--- src/rtl/uart_tx_pkg.sv ---
`timescale 1ns/1ps
// uart_tx_pkg: shared types and constants for the serial transmitter.
// The PARITY state is always declared so the state encoding does not
// change between builds with and without UART_TX_PARITY_EN.
package uart_tx_pkg;

  typedef enum logic [2:0] {
    IDLE   = 3'd0,
    START  = 3'd1,
    DATA   = 3'd2,
    PARITY = 3'd3,
    STOP   = 3'd4
  } tx_state_t;

  // Level driven on the line whenever no start/data/parity bit is active.
  localparam logic IDLE_LEVEL = 1'b1;

endpackage

--- src/rtl/uart_tx_block_timer.sv ---
`timescale 1ns/1ps
// tx_bit_timer: wrap counter 0..MAX-1 with enable and synchronous clear.
// wrap_o is a one-cycle strobe, high in the cycle the counter sits at
// MAX-1 while enabled (i.e. the cycle after which it returns to 0).
module tx_bit_timer #(
  parameter int unsigned MAX = 10
) (
  input  logic clk,
  input  logic n_rst,
  input  logic clr_i,
  input  logic en_i,
  output logic wrap_o
);

  localparam int unsigned W = (MAX > 1) ? $clog2(MAX) : 1;

  logic [W-1:0] cnt_q;
  logic [W-1:0] cnt_d;
  logic         at_max;

  assign at_max = (cnt_q == W'(MAX - 1));
  assign wrap_o = en_i && !clr_i && at_max;

  // Next count: clear wins, otherwise advance and roll over at MAX-1.
  always_comb begin
    cnt_d = cnt_q;
    if (clr_i) begin
      cnt_d = '0;
    end else if (en_i) begin
      cnt_d = at_max ? '0 : cnt_q + 1'b1;
    end
  end

  // Counter register.
  always_ff @(posedge clk or negedge n_rst) begin
    if (!n_rst) begin
      cnt_q <= '0;
    end else begin
      cnt_q <= cnt_d;
    end
  end

endmodule

--- src/rtl/uart_tx_block.sv ---
`timescale 1ns/1ps
// uart_tx_block: asynchronous serial transmitter (start, LSB-first data,
// optional even parity, stop). Build option UART_TX_PARITY_EN inserts the
// parity bit between the last data bit and the stop bit.
//
// Handshake: the client raises tx_start with tx_data valid; the request is
// taken in any cycle where tx_busy is low and ignored otherwise. tx_busy
// stays high for the whole frame and tx_done pulses for one cycle after the
// last stop-bit cycle, in which tx_busy is already low so a new request in
// that same cycle is accepted.
module uart_tx_block
  import uart_tx_pkg::*;
#(
  parameter int unsigned CLKS_PER_BIT = 10,
  parameter int unsigned DATA_BITS    = 8
) (
  input  logic                 clk,
  input  logic                 n_rst,
  input  logic                 tx_start,
  input  logic [DATA_BITS-1:0] tx_data,
  output logic                 tx_busy,
  output logic                 tx_done,
  output logic                 serial_out
);

  tx_state_t            state_q, state_d;
  logic [DATA_BITS-1:0] shift_q, shift_d;
  logic                 serial_q, serial_d;
  logic                 done_q, done_d;
  logic                 accept;
  logic                 bit_wrap;
  logic                 idx_wrap;
`ifdef UART_TX_PARITY_EN
  logic                 parity_q, parity_d;
`endif

  // Bit-period timer: free-runs through every non-idle state.
  tx_bit_timer #(.MAX(CLKS_PER_BIT)) u_bit_timer (
    .clk    (clk),
    .n_rst  (n_rst),
    .clr_i  (accept),
    .en_i   (state_q != IDLE),
    .wrap_o (bit_wrap)
  );

  // Bit index: advances once per completed data bit; its wrap marks the last one.
  tx_bit_timer #(.MAX(DATA_BITS)) u_bit_index (
    .clk    (clk),
    .n_rst  (n_rst),
    .clr_i  (accept),
    .en_i   ((state_q == DATA) && bit_wrap),
    .wrap_o (idx_wrap)
  );

  // Next-state, shift register, done pulse and next line level.
  always_comb begin
    state_d = state_q;
    shift_d = shift_q;
    done_d  = 1'b0;
    accept  = 1'b0;
`ifdef UART_TX_PARITY_EN
    parity_d = parity_q;
`endif
    case (state_q)
      IDLE: begin
        if (tx_start) begin
          accept  = 1'b1;
          shift_d = tx_data;
`ifdef UART_TX_PARITY_EN
          parity_d = ^tx_data;
`endif
          state_d = START;
        end
      end
      START: begin
        if (bit_wrap) state_d = DATA;
      end
      DATA: begin
        if (bit_wrap) begin
          shift_d = shift_q >> 1;
          if (idx_wrap) begin
`ifdef UART_TX_PARITY_EN
            state_d = PARITY;
`else
            state_d = STOP;
`endif
          end
        end
      end
      PARITY: begin
`ifdef UART_TX_PARITY_EN
        if (bit_wrap) state_d = STOP;
`else
        state_d = IDLE;
`endif
      end
      STOP: begin
        if (bit_wrap) begin
          state_d = IDLE;
          done_d  = 1'b1;
        end
      end
      default: state_d = IDLE;
    endcase

    // The line level is registered, so it is derived from the state being entered.
    case (state_d)
      START:   serial_d = 1'b0;
      DATA:    serial_d = shift_d[0];
`ifdef UART_TX_PARITY_EN
      PARITY:  serial_d = parity_d;
`endif
      default: serial_d = IDLE_LEVEL;
    endcase
  end

  // State, data and output registers.
  always_ff @(posedge clk or negedge n_rst) begin
    if (!n_rst) begin
      state_q  <= IDLE;
      shift_q  <= '0;
      serial_q <= IDLE_LEVEL;
      done_q   <= 1'b0;
`ifdef UART_TX_PARITY_EN
      parity_q <= 1'b0;
`endif
    end else begin
      state_q  <= state_d;
      shift_q  <= shift_d;
      serial_q <= serial_d;
      done_q   <= done_d;
`ifdef UART_TX_PARITY_EN
      parity_q <= parity_d;
`endif
    end
  end

  assign tx_busy    = (state_q != IDLE);
  assign tx_done    = done_q;
  assign serial_out = serial_q;

endmodule

--- config.mk ---
export PLATFORM = sky130hd
export DESIGN_NAME = uart_tx_block
export DESIGN_NICKNAME = d
export VERILOG_FILES = /design/src/rtl/uart_tx_pkg.sv /design/src/rtl/uart_tx_block_timer.sv /design/src/rtl/uart_tx_block.sv
export SDC_FILE = /design/constraint.sdc
export NUM_CORES = 1
export LEC_CHECK = 0
export CAP_MARGIN = 30
export CELL_PAD_IN_SITES_DETAIL_PLACEMENT = 1
export CELL_PAD_IN_SITES_GLOBAL_PLACEMENT = 2
export CORE_ASPECT_RATIO = 0.5
export CORE_MARGIN = 8
export CORE_UTILIZATION = 29
export DETAILED_ROUTE_END_ITERATION = 8
export PLACE_DENSITY_LB_ADDON = 0.05
export SLEW_MARGIN = 0
export SYNTH_ARGS = -nofsm -noshare
export SYNTH_HDL_FRONTEND = slang
export SYNTH_HIERARCHICAL = 1
export SYNTH_SLANG_ARGS = --single-unit
--- constraint.sdc ---
create_clock -name clk -period 3 [get_ports clk]
set_clock_uncertainty 0.15 [all_clocks]
set_input_delay 0.45 -clock clk [delete_from_list [all_inputs] [get_ports clk]]
set_output_delay 0.45 -clock clk [all_outputs]
set_load 0.02 [all_outputs]
==> results of run 1 <==
[worst max path at each step]
stage	from	endpoint	slack, ns	cells after the start
2_1_floorplan	state_q[0]$_DFF_PN0_	serial_out$_DFF_PN1_	0.18	13
3_3_place_gp	tx_start	u_bit_index/cnt_q[0]$_DFFE_PN0P_	0.14	9
3_5_place_dp	tx_start	state_q[1]$_DFF_PN0_	-0.03	11
4_1_cts	tx_start	serial_out$_DFF_PN1_	0.25	11
5_1_grt	u_bit_timer/cnt_q[1]$_DFFE_PN0P_	state_q[1]$_DFF_PN0_	0.002	11
6_report	tx_start	serial_out$_DFF_PN1_	0.27	11
[critical path: stages]
cell and delay (ns):
clkdlybuf4s50_1 0.41, or4b_4 0.25, clkinv_8 0.04, nor3b_1 0.57, nand4bb_1 0.23, clkinv_1 0.10
nand2_1 0.05, nor2_1 0.15, a21bo_2 0.15, o21ai_0 0.13, a41oi_2 0.23
[cells by family after synthesis]
logic type / count (synthesis) / synth area share, %
AOI/OAI and AO/OA: 20 / 15.5
adders and majority gates: 4 / 4.81
buffers and inverters: 7 / 5.29
DFF: 20 / 48.3
muxes: 2 / 1.93
and+or+nand+nor: 44 / 24.2
[report_power, final]
group	total (mW)	leakage, nW	switching (mW)	internal, mW
clock	0.184	0.0228	0.0894	0.0946
combinational	0.375	0.307	0.191	0.184
sequential	0.449	0.252	0.0811	0.368
total	1.01	0.582	0.362	0.646
[final cells by class]
class	instances	area (sq um)	area share, %
inverters	4	27.5	2.11
multi-input cells	70	483	37.0
clock buffers	4	45.0	3.45
flip-flops and latches	20	502	38.5
well taps	51	63.8	4.89
repair buffers	19	183	14.0
[metrics by stage]
step | util (%) | power [mW] | setup TNS (ns) | cell area [sq um]
after CTS | 37.5 | 1.03 | 0 | 1290
after global placement | 36.2 | 0.802 | 0 | 1240
final | 38.0 | 1.01 | 0 | 1300
after detailed placement | 36.2 | 0.837 | -0.0659 | 1240
after global routing | 38.0 | 1.10 | 0 | 1300
after floorplan | - | 0.710 | 0 | 1040
[registers in the layout, summed over array words and instances (netlist names)]
signal / flops
state_q: 3
shift_q: 8
u_bit_index/cnt_q: 3
u_bit_timer/cnt_q: 4
serial_out: 1
tx_done: 1
[per-layer routing]
layer  track usage (%)  share of wire [%]  vias to the layer above
li1                  -                  -                      389
met1              10.0                 42                      413
met2              19.0                 54                       10
met3              3.29                3.6                        3
met4              1.91               0.40                        0
met5                 0                  0                        -
[synth_stat cells]
library cell / instances
nand4bb_1: 1
a2111oi_0: 1
o21ai_0: 3
nand2b_1: 3
nand3_1: 8
or3_2: 1
a21boi_0: 1
or3_1: 1
nor3b_1: 1
nor3_1: 1
and2_1: 1
ha_1: 4
clkinv_8: 1
or3b_1: 2
mux2i_1: 2
a21oi_1: 4
clkinv_1: 1
a22oi_1: 6
a41oi_2: 1
or4b_4: 1
a21bo_2: 1
dfstp_2: 1
nand3b_1: 3
nor2_1: 4
buf_2: 1
dfrtp_1: 19
a22oi_4: 1
buf_6: 2
nand3b_2: 1
nand4_1: 1
a21oi_2: 2
inv_1: 2
nand2_1: 14
and4b_1: 1
[placed cells by master (no fill, tap or decap), drive strengths merged]
| cell | synthesis | layout |
|---|---|---|
| or3 | 2 | 2 |
| nand2b | 3 | 3 |
| dfstp | 1 | 1 |
| nand3b | 4 | 4 |
| clkbuf | 0 | 4 |
| a21boi | 1 | 1 |
| a21bo | 1 | 1 |
| inv | 2 | 2 |
| nor3 | 1 | 1 |
| a41oi | 1 | 1 |
| ha | 4 | 4 |
| nand3 | 8 | 8 |
| a22oi | 7 | 7 |
| nand2 | 14 | 14 |
| nand4 | 1 | 1 |
| clkinv | 2 | 2 |
| nand4bb | 1 | 1 |
| mux2i | 2 | 2 |
| nor2 | 4 | 4 |
| a2111oi | 1 | 1 |
| dfrtp | 19 | 19 |
| clkdlybuf4s50 | 0 | 13 |
| and2 | 1 | 1 |
| o21ai | 3 | 3 |
| a21oi | 6 | 6 |
| or4b | 1 | 1 |
| buf | 3 | 6 |
| nor3b | 1 | 1 |
| or3b | 2 | 2 |
| and4b | 1 | 1 |
==> summary.md, run 1 <==
| Metric | Value |
|---|---|
| Initial antenna violation count | 0 |
| Nets | 133 |
| Leak | 0.582 nW |
| Post-CTS resize count | 0 |
| Worst skew pair latency | 0.26 ns |
| Fmax | 366 MHz |
| Worst setup SP type | primary input |
| Num CTS Buffers | 3 |
| Antenna viol nets, final | 0 |
| Max-slew headroom | 53.5% |
| Seq/Total Area, Yosys | 48.3% |
| FF-to-FF setup slack | 0.30 ns |
| Global Route Usage Sum | 9.78% |
| Netlist Area Pre-Place | 1040 sq um |
| TritonCTS clock tree | built |
| WP data required | 3.04 ns |
| Critical path endpoint category | flop |
| IO Count | 14 |
| Hold Fails Final Rpt | 0 |
| Max Root-Sink Buffers | 2 |
| RePlAce Congestion | 0.731 |
| First-pass DRT Iterations | 2 |
| Worst hold path type | in2async |
| # Max-Cap Violations | 0 |
| Vias in the first global route | 913 |
| Min Hold Slack | 0.211 ns |
| Fillers | 383 |
| Routed len/inst | 15.0 um |
| Row count | 15 |
| Routed vias | 815 |
| Core ar. | 3430 sq um |
| Reg2reg start | u_bit_timer/cnt_q[1]$_DFFE_PN0P_ |
| DP HPWL | 1.84 mm |
| Die ar. | 5870 sq um |
| Pre-CTS WS | -0.0274 ns |
| Number of DRC markers in iteration 0 | 7 |
| Mapped Cells | 97 |
| Synth area leaders | dfrtp_1, nand2_1, ha_1 |
| Count of cell types in the netlist | 34 |
| Worst-Margin Slew | 0.695 ns |
| Vias per cell | 4.85 |
| Crit path DAT | 2.77 ns |
| Max VDD drop | 0.244 mV |
| Setup bufs post-CTS | 0 |
| Seq cells post-synth | 20 |
| CTS Hold Buffers Added | 0 |
| GRT overflow | 0 |
| First-pass GRT wire length | 4.50 mm |
| H-tree Lvls | 1 |
| Starting Density | 30.3% |
| Placed insts | 163 |
| CTS Sinks | 20 |
| Share of post-route cells with drive strength above 1 | 16.2% |
| Largest net degree at the start of global routing | 21 |
| Synthesized Nets | 112 |
| Final number of max-transition violations | 0 |
| Top cell type by total area after synthesis | dfrtp_1 |
| Synth warnings | 6 |
| Share of the synthesized area in the top cell type | 45.7% |
| Worst Setup Slack, final | 0.266 ns |
| Area Overhead vs Synth | 25.4% |
| Worst-path maximum fanout | 7 |
| PwrDens | 773 nW/um^2 |
| Port bufs | 13 |
| Root Driver | clkbuf_8 |
| R2R cell count | 11 |
| R2R Path End | serial_out$_DFF_PN1_ |
| Final setup vio count | 0 |
| Fin cells | 168 |
| Status | completed |
| Die X | 101 um |
| Die Y | 58.3 um |
| RSZ-0062 raised after global routing | false |
| Avg Cell Area, Syn | 10.7 sq um |
| Final critical-path required period | 2.73 ns |
| Clock-pin slew on the worst setup and hold paths | 0.07 ns |
| CP Class | in2reg |
| # DRC | 0 |
| Diodes inserted | 0 |
| Final worst path period share | 91.1% |
| Final WL | 2.52 mm |
Power figures use the tool's default switching activity.
==> run 2, diff against run 1 <==
- HOLD_SLACK_MARGIN: not set -> 0.02
==> results of run 2 <==
The final DEF is identical to that of run 1; final timing and power are the same.
==> run 3, diff against run 2 <==
- CTS_CLUSTER_SIZE: not set -> 16
==> results of run 3 <==
The final DEF is identical to that of run 1; final timing and power are the same.
